--- config.mk ---
export PLATFORM = sky130hd
export DESIGN_NAME = param_multiplier
export DESIGN_NICKNAME = d
export VERILOG_FILES = /design/src/rtl/param_multiplier_pkg.sv /design/src/rtl/param_mult_pp_array.sv /design/src/rtl/param_multiplier.sv
export SDC_FILE = /design/constraint.sdc
export NUM_CORES = 1
export LEC_CHECK = 0
export CAP_MARGIN = 5
export CORE_MARGIN = 3
export CORE_UTILIZATION = 51
export DETAILED_ROUTE_END_ITERATION = 6
export PLACE_DENSITY = 0.84
export SYNTH_ARGS = -nofsm -noshare
export SYNTH_HDL_FRONTEND = slang
export SYNTH_SLANG_ARGS = --single-unit
--- constraint.sdc ---
create_clock -name clk -period 9.3 [get_ports clk]
set_clock_uncertainty 0.05 [all_clocks]
set_input_delay 1.395 -clock clk [delete_from_list [all_inputs] [get_ports clk]]
set_output_delay 1.395 -clock clk [all_outputs]
set_load 0.02 [all_outputs]
--- src/rtl/param_multiplier_pkg.sv ---
// Shared definitions for the param_multiplier datapath leaf.
// Product width helper keeps the top and the reduction array in agreement.
package param_multiplier_pkg;

   function automatic int unsigned prod_width(input int unsigned w);
      return 2 * w;
   endfunction

endpackage

--- src/rtl/param_mult_pp_array.sv ---
// Combinational partial-product array: one ripple-carry add row per bit of b,
// accumulating into a full-precision 2*WIDTH sum.
module param_mult_pp_array
   import param_multiplier_pkg::*;
#(
   parameter int unsigned WIDTH = 8
) (
   input  logic [WIDTH-1:0]                  a,
   input  logic [WIDTH-1:0]                  b,
   output logic [prod_width(WIDTH)-1:0]      product
);

   localparam int unsigned PW = prod_width(WIDTH);

   logic [PW-1:0] acc;
   logic [PW-1:0] pp;
   logic          cy;
   logic          cy_next;

   always_comb begin
      acc     = '0;
      pp      = '0;
      cy      = 1'b0;
      cy_next = 1'b0;
      for (int unsigned r = 0; r < WIDTH; r++) begin
         pp = b[r] ? ({{WIDTH{1'b0}}, a} << r) : '0;
         cy = 1'b0;
         // Bit-serial ripple across the row; carry out of the top bit is always zero.
         for (int unsigned c = 0; c < PW; c++) begin
            cy_next = (acc[c] & pp[c]) | (cy & (acc[c] ^ pp[c]));
            acc[c]  = acc[c] ^ pp[c] ^ cy;
            cy      = cy_next;
         end
      end
      product = acc;
   end

endmodule

--- src/rtl/param_multiplier.sv ---
// Two-stage pipelined unsigned WIDTH x WIDTH multiplier with full-precision product.
// Stage 1 registers operands, stage 2 registers the reduced product; valid travels alongside.
module param_multiplier
   import param_multiplier_pkg::*;
#(
   parameter int unsigned WIDTH = 8
) (
   input  logic                              clk,
   input  logic                              rst_n,
   input  logic                              in_valid,
   input  logic [WIDTH-1:0]                  a,
   input  logic [WIDTH-1:0]                  b,
   output logic                              out_valid,
   output logic [prod_width(WIDTH)-1:0]      product
);

   logic [WIDTH-1:0]             a_q;
   logic [WIDTH-1:0]             b_q;
   logic                         v_q;
   logic [prod_width(WIDTH)-1:0] pp_sum;

   always_ff @(posedge clk or negedge rst_n) begin
      if (!rst_n) begin
         a_q <= '0;
         b_q <= '0;
         v_q <= 1'b0;
      end else begin
         v_q <= in_valid;
         if (in_valid) begin
            a_q <= a;
            b_q <= b;
         end
      end
   end

   param_mult_pp_array #(.WIDTH(WIDTH)) u_pp_array (
      .a       (a_q),
      .b       (b_q),
      .product (pp_sum)
   );

   // Product only loads on a valid stage-1 slot so it holds the last result across gaps.
   always_ff @(posedge clk or negedge rst_n) begin
      if (!rst_n) begin
         out_valid <= 1'b0;
         product   <= '0;
      end else begin
         out_valid <= v_q;
         if (v_q) begin
            product <= pp_sum;
         end
      end
   end

endmodule

==> flow_summary.yaml, run 1 <==
status:
  status: "complete, no violations"
place:
  dp_slack_ns: -0.206
  dp.cells: 320
  dp_hpwl_um: 3580
  gp_congestion: 0.772
  io_buffers: 35
routing:
  avgViaCountPerCell: 4.91
  first_pass_iters: 4
  drc: 0
  ant_nets: 0
  first_iter_violations: 46
  dr_total_vias: 1611
  routedWlPerCell_um: 13.5
  wl_um: 4440
timing:
  worst_pin_slew_ns: 0.961
  period_share_pct: 97.8
  finalCriticalPeriod_ns: 9.09
  whs_ns: 0.457
  rsz0062_at_grt: "yes"
  slew_headroom_pct: 35.7
  fmax_mhz: 110
  hold_viol_final: 0
  tns_ns: 0
  drv_slew: 0
  setup_ws_ns: 0.207
  setup_violations: 0
cts:
  cts_tree: "yes"
  root_buffer: "clkbuf_8"
  clk_pin_slew_worst_paths_ns: 0.07
  clock_latency_ns: 0.28
  htreeDepth: 2
  cts.path.max_buffers: 2
  cts.sinks: 34
  post_cts_buffers: 0
  numCtsBuffers: 5
synthesis:
  synth.distinct_cells: 14
  yosysSeqAreaShare_pct: 30.1
  ys_warn_count: 0
  synthCells: 215
  synthMuxAreaShare_pct: 13.9
  ys_ff_latch: 34
  synth_area_mm2: 0.00283
  synth_top_family_by_area: "adder cells"
  synth.avg_cell_area_um2: 13.1
  synth_compound_area_share_pct: 0.177
  synth-simple-area-share_pct: 12.8
  syn_nets: 290
  synth_xor_area_share_pct: 0
  synthAdderAreaFrac_pct: 37.5
critical_path:
  end_kind: "flop"
  crit_top_cell: "fa_2"
  crit_path_max_fanout: 2
  timing.rr.end: "product[14]"
  path_class: "flop to flop"
  required_ns: 9.42
  crit_path_end: "product[14]"
  cp_slowest_stage_delay_ns: 0.55
  r2r-start: "b_q[0]"
  slowest_stage: "fa_2"
  crit_start: "b_q[0]"
  reg2regPathDepth: 26
  rrSetupSlack_ns: 0.21
  start_kind: "flop"
  critPathArrivalTime_ns: 9.22
global_route:
  antenna_found_initial: 0
  grt_first_pass_wirelength_um: 8250
  grt_use_total_pct: 16.9
  grt_max_degree: 35
  grt.overflow.total: 0
  grt_pass1_vias: 1827
pwr:
  p_clk_share_pct: 9.4
  p_int_w: 0.000781
  seqPwrFrac_pct: 16.8
  p_leak_nw: 1.52
  irDropWorstVdd_v: 0.000256
  p_comb_share_pct: 73.8
  p_total_w: 0.00134
  power_density_mw_per_mm2: 389
  switchingPower_w: 0.000556
  swShare_pct: 41.6
floorplan:
  floorplan.initialDensity_pct: 54.0
  die_w_um: 80.4
  design.core.area_mm2: 0.00524
  die-area_mm2: 0.00647
  rows: 26
  die_h_um: 80.4
  ioPinCount: 36
worst_hold_path:
  hp-class: "flop to flop"
cells_and_area:
  antenna_cells: 0
  final_cells: 328
  fill_cells: 406
  layout-drive-gt1-share_pct: 30.2
  fin_nets: 332
  areaGrowthSynthToFinish_pct: 21.7
job:
  cap_violations: 0
[critical path, delay by kind of cell, from the launching register on]
| family | cells | cell delay, ns |
|---|---|---|
| adder cells (fa/ha/maj) | 20 | 7.92 |
| flip-flops | 1 | 0.36 |
| multiplexers | 1 | 0.26 |
| buffers and inverters | 4 | 0.25 |
| AND/OR/NAND/NOR | 1 | 0.14 |
[metrics by stage]
step           cell area [µm²]  utilization (%)
2_1_floorplan             2860                -
3_3_place_gp              3260             62.2
3_5_place_dp              3260             62.2
4_1_cts                   3430             65.5
5_1_grt                   3440             65.7
6_report                  3440             65.7
[cell usage in the layout (no fill, tap or decap)]
master / n
mux2_4: 13
buf_4: 7
nand3_1: 1
fa_2: 35
and2_1: 48
mux2i_1: 5
inv_1: 20
ha_1: 8
clkbuf_8: 8
fa_1: 13
clkdlybuf4s50_1: 35
dfrtp_1: 34
o21ai_0: 1
mux2_2: 13
inv_2: 2
nand2_1: 15
[registers in the layout, summed over array words and instances (netlist names)]
register,count
a_q,8
out_valid,1
product,16
b_q,8
v_q,1
[cells by family after synthesis]
family / after synthesis
compound gates: 1
fa+ha+maj: 56
buf+inv: 29
flops: 34
mux: 31
simple gates: 64
[power by group through the flow]
stage          logic (W)  clock network, W  registers, W
2_1_floorplan   0.000673                 0      0.000260
3_3_place_gp    0.000890                 0      0.000227
3_5_place_dp    0.000936                 0      0.000228
4_1_cts         0.000999          0.000131      0.000226
5_1_grt          0.00116          0.000137      0.000232
6_report        0.000986          0.000126      0.000225
[worst min-delay path by stage]
stage	start	end	slack, ns	depth (start not counted)
final	product[3]	product[3]	0.46	1
after global routing	product[13]	product[13]	0.48	1
after CTS	product[13]	product[13]	0.47	1
after detailed placement	product[13]	product[13]	0.44	1
after global placement	product[3]	product[3]	0.44	1
after floorplan	v_q	out_valid	0.32	0
[metal layers]
layer / routed length (µm) / up-vias / GRT usage (%)
li1: - / 749 / -
met1: 1830 / 826 / 20.8
met2: 2420 / 31 / 30.6
met3: 157 / 5 / 3.36
met4: 44 / 0 / 4.05
met5: 0 / - / 0
[final cells by class]
type	count	area (µm²)	area share [%]
Clock buffer	8	110	3.20
Tap cell	70	87.6	2.55
Sequential cell	34	851	24.7
Timing Repair Buffer	42	403	11.7
Inverter	22	82.6	2.40
Multi-Input combinational cell	152	1910	55.4
[repair_timing]
item,4_1_cts,5_1_grt
pin swaps,22,9
setup endpoints to repair,3,3
gates cloned,0,0
resized for setup,27,5
hold buffers,0,0
[synthesized netlist by cell type]
| cell | n | area share (%) |
|---|---|---|
| buf_6 | 2 | 0.80 |
| and2_1 | 48 | 11 |
| mux2_4 | 13 | 6.9 |
| mux2i_1 | 5 | 1.8 |
| nand2_1 | 15 | 2.0 |
| clkbuf_1 | 3 | 0.40 |
| fa_1 | 48 | 34 |
| nand3_1 | 1 | 0.18 |
| buf_12 | 2 | 1.4 |
| mux2_2 | 13 | 5.2 |
| ha_1 | 8 | 3.5 |
| dfrtp_1 | 34 | 30 |
| inv_1 | 22 | 2.9 |
| o21ai_0 | 1 | 0.18 |
No activity file was read; power rests on OpenSTA's default activity.
==> inputs of run 2 (changes only) <==
--- a/config.mk
+++ b/config.mk
@@ -9,7 +9,9 @@
 export CORE_MARGIN = 3
 export CORE_UTILIZATION = 51
 export DETAILED_ROUTE_END_ITERATION = 6
-export PLACE_DENSITY = 0.84
+export GPL_ROUTABILITY_DRIVEN = 1
+export PLACE_DENSITY = 0.76
 export SYNTH_ARGS = -nofsm -noshare
 export SYNTH_HDL_FRONTEND = slang
 export SYNTH_SLANG_ARGS = --single-unit
+export TNS_END_PERCENT = 10
==> run 2 against run 1 <==
Compared with the run above: sequential share of layout area hardly changed; first-iteration DRC count is 20% lower; critical path depth is the same; critical endpoint unchanged; flip-flop and latch count unchanged; setup slack worse by 0.0092 ns; via count up 1.2%; maximum frequency decreased by 0.10%; die area is the same; critical path type unchanged; clock power grew 3%.
==> flow_summary.yaml, run 2 (synthesis results as in run 1) <==
critical_path:
  critPathArrivalTime_ns: 9.23
  cp_slowest_stage_delay_ns: 0.56
  crit_family: "adder cells"
  path_class: "flop to flop"
  crit_path_max_fanout: 2
  required_ns: 9.43
  slowest_stage: "fa_2"
  timing.critical_path.buf_inv: 4
  end_kind: "flop"
  start_kind: "flop"
  crit_top_cell: "fa_2"
floorplan:
  rows: 26
  design.core.area_mm2: 0.00524
  die-area_mm2: 0.00647
  die_w_um: 80.4
  ioPinCount: 36
  floorplan.initialDensity_pct: 54.0
  die_h_um: 80.4
timing:
  hold_viol_final: 0
  tns_ns: 0
  drv_slew: 0
  setup_violations: 0
  period_share_pct: 97.9
  rsz0062_at_grt: "yes"
  worst_pin_slew_ns: 0.949
  finalCriticalPeriod_ns: 9.10
  slew_headroom_pct: 36.5
  fmax_mhz: 110
cts:
  cts_tree: "yes"
  cts.sinks: 34
  htreeDepth: 2
  numCtsBuffers: 5
  clk_pin_slew_worst_paths_ns: 0.07
  clock_latency_ns: 0.29
  cts.path.max_buffers: 2
  root_buffer: "clkbuf_8"
  post_cts_buffers: 0
  ctsHoldBuffers: 0
cells_and_area:
  antenna_cells: 0
  fin_util_pct: 65.8
  fill_cells: 389
  layout_common_cells: "and2_1 (47), fa_2 (36), clkdlybuf4s50_1 (35), dfrtp_1 (34), inv_1 (20)"
  largest-register: "product"
  layout-drive-gt1-share_pct: 31.0
  areaGrowthSynthToFinish_pct: 21.9
  finalInstanceArea_mm2: 0.00345
  final_common_cell: "and2_1"
  largest_reg_flops: 16
  fin_nets: 332
  final_cells: 328
  top_regs: "product x16, a_q x8, b_q x8"
pwr:
  p_leak_nw: 1.52
  swShare_pct: 41.9
  p_clk_share_pct: 9.7
  irDropWorstVdd_v: 0.000270
  power_density_mw_per_mm2: 389
  p_comb_share_pct: 73.5
  switchingPower_w: 0.000561
  p_int_w: 0.000778
  seqPwrFrac_pct: 16.8
global_route:
  grt_first_pass_wirelength_um: 7830
  grt_pass1_vias: 1782
  grt.overflow.total: 0
  antenna_found_initial: 0
  grt_max_degree: 35
  grt_use_total_pct: 15.8
routing:
  routedWlPerCell_um: 13.5
  wl_met2_um: 2340
  route.met3.wl_um: 195
  top_layer_used: "met4"
  ant_nets: 0
  avgViaCountPerCell: 4.97
  dr_total_vias: 1630
  met1_length_um: 1810
  wl_um: 4420
  first_pass_iters: 4
  first_iter_violations: 37
  drc: 0
place:
  gp_congestion: 0.775
  dp_hpwl_um: 3440
  post_dp_cell_area_mm2: 0.00326
  io_buffers: 35
  dp.cells: 320
status:
  status: "complete, no violations"
job:
  cap_violations: 0
worst_hold_path:
  hp-class: "flop to flop"
run 2: routing by layer:
layer / GRT usage, % / vias to the layer above
li1: - / 747
met1: 19.1 / 847
met2: 27.4 / 30
met3: 4.15 / 6
met4: 5.41 / 0
met5: 0 / -
run 2: power by group through the flow:
| stage | clock network (W) | registers, W | logic (W) |
|---|---|---|---|
| floorplan | 0 | 0.000260 | 0.000673 |
| global placement | 0 | 0.000227 | 0.000895 |
| detailed placement | 0 | 0.000228 | 0.000927 |
| CTS | 0.000133 | 0.000226 | 0.000974 |
| global route | 0.000140 | 0.000231 | 0.00114 |
| finish | 0.000130 | 0.000225 | 0.000984 |
run 2: what timing repair did:
item	in CTS	in global routing
resized for setup	18	16
pin swaps	12	25
endpoints found under the setup margin	3	3
run 2: path summary, 6_finish.rpt:
check,slack (ns),end,cells past startpoint,startpoint
hold reg to reg,0.46,product[3],1,product[3]
hold / removal,0.46,product[3],1,product[3]
max in group asynchronous,7.43,a_q[3],2,rst_n
setup reg to reg,0.20,product[14],26,b_q[1]
min in group asynchronous,1.46,product[8],2,rst_n
setup / recovery,0.20,product[14],26,b_q[1]
run 2: final cells by class:
cell class                 instances  area [µm²]  share of cell area [%]
sequential                        34         851                    24.7
timing repair buffer              42         403                    11.7
inverter                          22        82.6                    2.40
clock buffer                       8         110                    3.20
multi-input combinational        152        1910                    55.5
tap                               70        87.6                    2.54
run 2: per-stage QoR:
stage          worst slack (ns)  total power (W)  hold WS (ns)
4_1_cts                 0.00653          0.00133         0.462
2_1_floorplan           0.00373         0.000934         0.324
6_report                  0.198          0.00134         0.455
3_3_place_gp            -0.0161          0.00112         0.440
5_1_grt                 -0.0589          0.00151         0.472
3_5_place_dp             -0.201          0.00116         0.445
